$ cat src/rtl/fpu_swap_ctrl.sv
// fpu_swap_ctrl: operand-swap sequencing for the FP add/subtract front end.
// Captures X/Y on a start pulse, orders them by magnitude (exp||frac), and
// registers the greater (DMP) and lesser (DmP) operands together with the
// alignment shift, the effective operation and the provisional sign. Results
// are held in DONE until the alignment stage acknowledges them.
// Optional build macro: FPU_SHIFT_SAT_EN clamps the shift amount to SW+2.
module fpu_swap_ctrl #(
    parameter int EW = 8,
    parameter int SW = 23
) (
    input  logic             clk,
    input  logic             rst,
    input  logic             beg_i,
    input  logic             ack_i,
    input  logic [EW+SW:0]   Data_X_i,
    input  logic [EW+SW:0]   Data_Y_i,
    input  logic             add_subt_i,
    output logic             busy_o,
    output logic             ready_o,
    output logic             select_o,
    output logic [EW+SW:0]   DMP_o,
    output logic [EW+SW:0]   DmP_o,
    output logic [EW-1:0]    shift_amt_o,
    output logic             real_op_o,
    output logic             sign_final_o,
    output logic             zero_o
);

    localparam int W = EW + SW;

`ifdef FPU_SHIFT_SAT_EN
    localparam logic [EW-1:0] SAT_LIM = EW'(SW + 2);
`endif

    typedef enum logic [2:0] {
        S_IDLE = 3'd0,
        S_LOAD = 3'd1,
        S_CMP  = 3'd2,
        S_SWAP = 3'd3,
        S_DONE = 3'd4
    } state_t;

    state_t          state_q, state_d;
    logic [W:0]      x_q, y_q;
    logic            op_q;
    logic            select_q;
    logic [W:0]      dmp_q, dml_q;
    logic [EW-1:0]   shift_q;
    logic            real_op_q, sign_q, zero_q;
    logic            busy_q, ready_q;

    logic            x_ge_s, mag_eq_s;
    logic [W:0]      dmp_s, dml_s;
    logic [EW-1:0]   exp_diff_s, shift_s;
    logic            real_op_s, zero_s, sign_s;

    // Next-state decode: beg only matters in IDLE, ack only in DONE.
    always_comb begin
        state_d = state_q;
        case (state_q)
            S_IDLE: begin
                if (beg_i) state_d = S_LOAD;
                else       state_d = S_IDLE;
            end
            S_LOAD:  state_d = S_CMP;
            S_CMP:   state_d = S_SWAP;
            S_SWAP:  state_d = S_DONE;
            S_DONE: begin
                if (ack_i) state_d = S_IDLE;
                else       state_d = S_DONE;
            end
            default: state_d = S_IDLE;
        endcase
    end

    // Swap-stage datapath: ordering, exponent difference, effective op and sign.
    always_comb begin
        x_ge_s     = (x_q[W-1:0] >= y_q[W-1:0]);
        mag_eq_s   = (x_q[W-1:0] == y_q[W-1:0]);
        dmp_s      = select_q ? x_q : y_q;
        dml_s      = select_q ? y_q : x_q;
        // select_q guarantees DMP exponent >= DmP exponent, so no underflow.
        exp_diff_s = dmp_s[W-1:SW] - dml_s[W-1:SW];
`ifdef FPU_SHIFT_SAT_EN
        // Beyond SW+2 the lesser operand only feeds the sticky bit.
        if (exp_diff_s > SAT_LIM) shift_s = SAT_LIM;
        else                      shift_s = exp_diff_s;
`else
        shift_s    = exp_diff_s;
`endif
        real_op_s  = x_q[W] ^ y_q[W] ^ op_q;
        zero_s     = mag_eq_s & real_op_s;
        // Exact cancellation yields +0; otherwise the DMP's effective sign.
        if (zero_s)        sign_s = 1'b0;
        else if (select_q) sign_s = x_q[W];
        else               sign_s = y_q[W] ^ op_q;
    end

    // State register plus registered busy/ready flags derived from next state.
    always_ff @(posedge clk or negedge rst) begin
        if (!rst) begin
            state_q <= S_IDLE;
            busy_q  <= 1'b0;
            ready_q <= 1'b0;
        end else begin
            state_q <= state_d;
            busy_q  <= (state_d != S_IDLE);
            ready_q <= (state_d == S_DONE);
        end
    end

    // Operand capture on an accepted start pulse.
    always_ff @(posedge clk or negedge rst) begin
        if (!rst) begin
            x_q  <= '0;
            y_q  <= '0;
            op_q <= 1'b0;
        end else if (state_q == S_IDLE && beg_i) begin
            x_q  <= Data_X_i;
            y_q  <= Data_Y_i;
            op_q <= add_subt_i;
        end
    end

    // Magnitude compare result; ties favour X.
    always_ff @(posedge clk or negedge rst) begin
        if (!rst) begin
            select_q <= 1'b0;
        end else if (state_q == S_CMP) begin
            select_q <= x_ge_s;
        end
    end

    // Result registers, loaded once in SWAP and held until the next SWAP.
    always_ff @(posedge clk or negedge rst) begin
        if (!rst) begin
            dmp_q     <= '0;
            dml_q     <= '0;
            shift_q   <= '0;
            real_op_q <= 1'b0;
            sign_q    <= 1'b0;
            zero_q    <= 1'b0;
        end else if (state_q == S_SWAP) begin
            dmp_q     <= dmp_s;
            dml_q     <= dml_s;
            shift_q   <= shift_s;
            real_op_q <= real_op_s;
            sign_q    <= sign_s;
            zero_q    <= zero_s;
        end
    end

    assign busy_o       = busy_q;
    assign ready_o      = ready_q;
    assign select_o     = select_q;
    assign DMP_o        = dmp_q;
    assign DmP_o        = dml_q;
    assign shift_amt_o  = shift_q;
    assign real_op_o    = real_op_q;
    assign sign_final_o = sign_q;
    assign zero_o       = zero_q;

endmodule

$ cat config.mk
export PLATFORM = sky130hd
export DESIGN_NAME = fpu_swap_ctrl
export DESIGN_NICKNAME = d
export VERILOG_FILES = /design/src/rtl/fpu_swap_ctrl.sv
export SDC_FILE = /design/constraint.sdc
export NUM_CORES = 1
export LEC_CHECK = 0
export ABC_AREA = 1
export BUFFER_PORTS_ARGS = -buffer_cell sky130_fd_sc_hd__buf_2
export CORE_MARGIN = 2
export CORE_UTILIZATION = 55
export DETAILED_ROUTE_END_ITERATION = 7
export PLACE_DENSITY = 0.82
export SYNTH_ARGS = -nofsm -noshare
export SYNTH_HDL_FRONTEND = slang
export SYNTH_SLANG_ARGS = --single-unit
$ cat constraint.sdc
create_clock -name clk -period 4.7 [get_ports clk]
set_input_delay 0 -clock clk [delete_from_list [all_inputs] [get_ports clk]]
set_output_delay 0 -clock clk [all_outputs]
set_load 0.02 [all_outputs]
Word level (Yosys, flattened, before mapping)
Cells that the tools add are included.
W data, S select, Z words.

operators by class
  mux-type cells = 7
  shift-type cells = 0
  order comparisons = 1
  divide/modulo/power cells = 0
  reduce and logical (&&, ||, !) cells = 3
  add/sub/neg operators = 1
  equality and inequality tests = 6
  bitwise logic cells = 4
  multiply operators = 0

operators with widths
  cell                  count
  $mux W32              2
  $eq A31 B31 Y1        1
  $ge A31 B31 Y1        1
  $pmux W3 S5           1
  $sub A8 B8 Y8         1
  $eq A3 B2 Y1 const B  2
  $eq A3 B3 Y1 const B  2
  $eq A3 B1 Y1 const B  1
  $logic_not A3 Y1      1
  $mux W1               3
  $mux W3               1
  $reduce_bool A3 Y1    1
  $xor A1 B1 Y1         3
  $and A1 B1 Y1         1
  $logic_and A1 B1 Y1   1

word-level totals
  latch bits = 0
  ROM bits = 0
  logic and storage cells = 35
  input bits = 69
  register bits after elaboration = 146
  bits in writable memories = 0
  memories kept = 0

Depth between registers and ports, before layout
  word-level depth = 4
  depth in mapped cells = 13
  depth with buffers taken out = 12

Worst setup path after synthesis
OpenSTA, ideal clock, no wires.

  path type = register -> register
  from = register select_q (netlist: select_o)
  to = register shift_q[6] (netlist: shift_amt_o[6])
  setup slack = 2.571 ns
  buffers on the path = 2
  cell stages (with the launch flop) = 11
  clock period less this slack = 2.129 ns
  setup time = 0.082 ns
  arrival time = 2.048 ns
  data required time = 4.618 ns
  cell sequence = dfrtp_1 -> buf_2 -> clkbuf_1 -> o21ai_0 -> ha_1 -> fa_1 -> inv_1 -> nand4_1 -> nand3_1 -> nand2_1 -> a31oi_1

between the ends
  cells in the longest elaborated chain, start to end = 2

RTL lines
  item                                line    RTL
  from (decl)                         46      logic select_q;
  from (signal assigned)              130     select_q <= x_ge_s;
  $mux W32, on equally long branches  80, 81
  $sub A8 B8 Y8 *                     83      exp_diff_s = dmp_s[W-1:SW] - dml_s[W-1:SW];
  to (signal assigned)                146     shift_q <= shift_s;
  to (decl)                           48      logic [EW-1:0] shift_q;

Every way passes the cells marked *; elsewhere a longest branch is shown, timed or not.
A chain may end at the register's enable or synchronous reset.

Worst setup path after layout
  from = register select_q (netlist: select_o)
  to = register shift_q[5] (netlist: shift_amt_o[5])

between the ends
  cells in the longest elaborated chain, start to end = 2

RTL lines
  item           line  RTL
  $mux W32       80    dmp_s = select_q ? x_q : y_q;
  net dmp_s[25]  53    logic [W:0] dmp_s, dml_s;
  $sub A8 B8 Y8  83

The timed path passes the listed nets, and every way through them passes these cells.

==> out/summary.log <==
[logic_synthesis] post-synthesis instance area 7104 sq um
[cts] post-CTS setup buffer count 0
[detailed_routing] routed vias 6,243
[timing] final critical-path share of the clock period 0.5618
[setup_path] cell at the slowest stage of the critical path sky130_fd_sc_hd__buf_4
[min_path] type of the tightest min-delay check input port to asynchronous set/reset pin
[setup_path] Critical path buffers and inverters 2
[global_routing] global-route wire length before repair 28.99 mm
[setup_path] startpoint of the worst register-to-register path select_o
[timing] number of max-slew violations in the final report 0
[cts] maximum level of the CTS H-tree 4
[placed_design] Final HPWL DP 11.00 mm
[setup_path] startpoint types register
[cts] later-pin clock latency in the skew report 0.42 ns
[floorplanning] ports placed on the boundary 147
[timing] final hold viol count 0
[setup_path] setup slack of the worst register-to-register path 2.06 ns
[logic_synthesis] Synthesis Warnings 0
[logic_synthesis] synthesized instance count 808
[cts] Resized cells post-CTS 0
[cts] Clock Sinks 146
[timing] unrepaired setup endpoints after global routing false
[cts] Clock Path Buffers 2
[power_and_ir_drop] VDD IR max 0.3814 mV
[detailed_routing] post-DR vias/cell 5.251
[timing] Rel. slew slack 0.2780
[global_routing] Congestion Overflow GR 0
[detailed_routing] violation count after the first detailed-routing iteration 570
[finish] ANT cells 0
[outcome] run status finished, final reports clean
[floorplanning] Starting Density 0.5630
[logic_synthesis] post-synthesis sequential area ratio 0.5143
[logic_synthesis] register bit total from synthesis 146
[power_and_ir_drop] power density over cell area 810.4 nW/um^2
[floorplanning] core region area 12,620 sq um
[setup_path] WP data required 5.05 ns
[job] Max Cap Violations 0
[finish] share of post-route cells with drive strength above 1 0.1898
[setup_path] WS Path Type register to register
[power_and_ir_drop] cell leakage power 4.689 nW
[detailed_routing] Routed WL 18.08 mm
[finish] area growth from synthesis to layout 29.52%
[timing] final hold slack 0.2611 ns
[setup_path] crit path max fanout 78
[logic_synthesis] top-area cell type share of the netlist area 0.5143
[setup_path] type of destination of the critical path register
[placed_design] number of buffers inserted by port buffering 146
[global_routing] Total GRT Usage 0.2635
[global_routing] maximum number of pins on one net before global-route repair 114
[setup_path] peak per-stage delay on the critical path 0.61 ns
[cts] CTS clock-pin slew for the worst setup and hold paths 0.06 ns
[setup_path] cell depth of the worst flop-to-flop path 10
[timing] final number of setup-violating endpoints 0
[floorplanning] vertical extent of the die 117.7 um
[cts] cts-stage hold buffer count 67
[detailed_routing] number of DRC violations after detailed routing 0
[logic_synthesis] synthesized area divided by synthesized cell count 8.792 sq um
[setup_path] chain of cells forming the critical path buf_4 > o21ai_0 > ha_1 > a21oi_1 > o21ai_1 > a21oi_1 > inv_1 > nand2_1 > nand3_1 > nand2_1
[detailed_routing] per-cell routed wire length 15.20 um
[cts] clock tree root driver cell sky130_fd_sc_hd__clkbuf_16
[logic_synthesis] dominant cells by area after synthesis sky130_fd_sc_hd__dfrtp_1, sky130_fd_sc_hd__nand2_1, sky130_fd_sc_hd__ha_1, sky130_fd_sc_hd__nor2_1, sky130_fd_sc_hd__mux2_1
[placed_design] final weighted congestion of routability-driven global placement 0.8545
[logic_synthesis] Unique masters post-synth 29
[floorplanning] floorplan die area 13,840 sq um
[detailed_routing] Antenna Violating Nets Remaining 0
[floorplanning] horizontal extent of the die 117.7 um
[global_routing] via count of the first global-routing pass 6,070
[logic_synthesis] dominant cell type by area after synthesis sky130_fd_sc_hd__dfrtp_1
[logic_synthesis] Post-Syn Nets 916
[global_routing] antenna violations before repair 0
[timing] achievable frequency 378.7 MHz
[finish] Post-layout nets 1,112
[timing] post-layout min period 2.640 ns
[setup_path] CP arrival 2.99 ns
[setup_path] critical register-to-register path endpoint shift_amt_o[5]
[cts] Num CTS Buffers 17
[detailed_routing] Pre-Repair DR Iteration Count 7
[timing] transition at the pin with the smallest max-transition slack 1.083 ns
[cts] CTS tree built
[timing] Setup Total Neg Slack 0 ns
[timing] post-route clock skew 0.008150 ns
[floorplanning] site row count 41
[setup_path] CP delay by family, top compound AO/OA/AOI/OAI gates
## cell families (layout without fill, tap and decap cells)
logic type                 count (synthesis)  count (layout)  share of synthesized area
AOI/OAI and AO/OA                        133             133                     0.1039
xor gates and xnor gates                   5               5                   0.006164
muxes                                     33              33                    0.05231
DFF                                      146             146                     0.5143
adders and majority gates                 39              39                    0.06974
buffers and inverters                    108             317                    0.06270
and+or+nand+nor                          344             344                     0.1909
## area by class of cell
type / count / area (sq um)
Timing Repair Buffer: 217 / 1438
Multi-Input combinational cell: 554 / 3005
Tap cell: 172 / 215.2
Sequential cell: 146 / 3655
Inverter: 68 / 255.2
Clock inverter: 9 / 125.1
Fill cell: 915 / 3418
Clock buffer: 23 / 508.0
## metrics by stage
| stage | util | power (mW) | instance area (sq um) | setup slack (ns) | std cells |
|---|---|---|---|---|---|
| floorplan | - | 4.923 | 7104 | 2.571 | 808 |
| global placement | 0.6258 | 5.753 | 7898 | 2.223 | 1090 |
| detailed placement | 0.6258 | 5.913 | 7898 | 2.102 | 1090 |
| CTS | 0.7291 | 7.436 | 9201 | 2.069 | 1189 |
| global route | 0.7291 | 8.030 | 9201 | 1.883 | 1189 |
| finish | 0.7291 | 7.457 | 9201 | 2.060 | 1189 |
## worst max path at each step
stage          depth (start not counted)        endpoint  slack (ns)      from
2_1_floorplan                         10  shift_amt_o[6]        2.57  select_o
3_3_place_gp                          12  shift_amt_o[7]        2.22  select_o
3_5_place_dp                          12  shift_amt_o[7]        2.10  select_o
4_1_cts                               12  shift_amt_o[5]        2.07  select_o
5_1_grt                               10  shift_amt_o[5]        1.88  select_o
6_report                              10  shift_amt_o[5]        2.06  select_o
## metal layers
| layer | GRT usage | share of wire | vias to the layer above |
|---|---|---|---|
| met1 | 0.3270 | 0.43 | 2920 |
| li1 | - | - | 3039 |
| met5 | 0 | 0 | - |
| met4 | 0.1333 | 0.038 | 0 |
| met2 | 0.4382 | 0.49 | 232 |
| met3 | 0.05378 | 0.044 | 52 |
## Yosys cell counts
| master | instances |
|---|---|
| sky130_fd_sc_hd__nand3_4 | 1 |
| sky130_fd_sc_hd__nand2_1 | 223 |
| sky130_fd_sc_hd__o21bai_1 | 1 |
| sky130_fd_sc_hd__ha_1 | 38 |
| sky130_fd_sc_hd__nand4_1 | 5 |
| sky130_fd_sc_hd__nand3_1 | 8 |
| sky130_fd_sc_hd__xnor2_1 | 1 |
| sky130_fd_sc_hd__a21boi_0 | 1 |
| sky130_fd_sc_hd__a31oi_1 | 52 |
| sky130_fd_sc_hd__nor3_1 | 1 |
| sky130_fd_sc_hd__a21oi_1 | 50 |
| sky130_fd_sc_hd__nor2_1 | 100 |
| sky130_fd_sc_hd__buf_4 | 2 |
| sky130_fd_sc_hd__buf_6 | 1 |
| sky130_fd_sc_hd__mux2_2 | 2 |
| sky130_fd_sc_hd__o21ai_0 | 14 |
| sky130_fd_sc_hd__mux2_1 | 31 |
| sky130_fd_sc_hd__buf_2 | 20 |
| sky130_fd_sc_hd__nand3b_1 | 2 |
| sky130_fd_sc_hd__or2_2 | 2 |
| sky130_fd_sc_hd__nor2_4 | 2 |
| sky130_fd_sc_hd__a21o_1 | 1 |
| sky130_fd_sc_hd__xor2_1 | 4 |
| sky130_fd_sc_hd__dfrtp_1 | 146 |
| sky130_fd_sc_hd__fa_1 | 1 |
| sky130_fd_sc_hd__inv_2 | 3 |
| sky130_fd_sc_hd__inv_1 | 65 |
| sky130_fd_sc_hd__clkbuf_1 | 17 |
| sky130_fd_sc_hd__o21ai_1 | 14 |
## sequential cells by signal, summed over array words and instances (netlist names), 3 cells and up
name and count:
x_q 32, DmP_o 32, state_q 3, shift_amt_o 8, y_q 32, DMP_o 32
## worst register-to-register path, cell delays in order, from the launching register on
cell and delay (ns):
sky130_fd_sc_hd__dfrtp_2 0.36, sky130_fd_sc_hd__buf_4 0.61, sky130_fd_sc_hd__o21ai_0 0.30, sky130_fd_sc_hd__ha_1 0.43
sky130_fd_sc_hd__a21oi_1 0.17, sky130_fd_sc_hd__o21ai_1 0.15, sky130_fd_sc_hd__a21oi_1 0.23, sky130_fd_sc_hd__inv_1 0.06
sky130_fd_sc_hd__nand2_1 0.08, sky130_fd_sc_hd__nand3_1 0.08, sky130_fd_sc_hd__nand2_1 0.12
## report_power, final
group	switching [mW]	leakage, nW	internal [mW]
combinational	2.32	2.71	1.32
clock	0.516	0.311	0.916
sequential	0.481	1.66	1.90
total	3.32	4.69	4.14
## cells in the final DEF (no fill, tap or decap), types with 6 or more instances in the layout
master                            n
sky130_fd_sc_hd__dlygate4sd3_1   67
sky130_fd_sc_hd__dfrtp_1        145
sky130_fd_sc_hd__a21oi_1         50
sky130_fd_sc_hd__nand2_1        223
sky130_fd_sc_hd__o21ai_1         14
sky130_fd_sc_hd__o21ai_0         14
sky130_fd_sc_hd__ha_1            38
sky130_fd_sc_hd__clkbuf_8         6
sky130_fd_sc_hd__inv_1           65
sky130_fd_sc_hd__a31oi_1         52
sky130_fd_sc_hd__nand3_1          8
sky130_fd_sc_hd__nor2_1         100
sky130_fd_sc_hd__clkbuf_16       17
sky130_fd_sc_hd__mux2_1          31
sky130_fd_sc_hd__buf_2          145
Note: power is estimated with default switching activity, not from simulation.
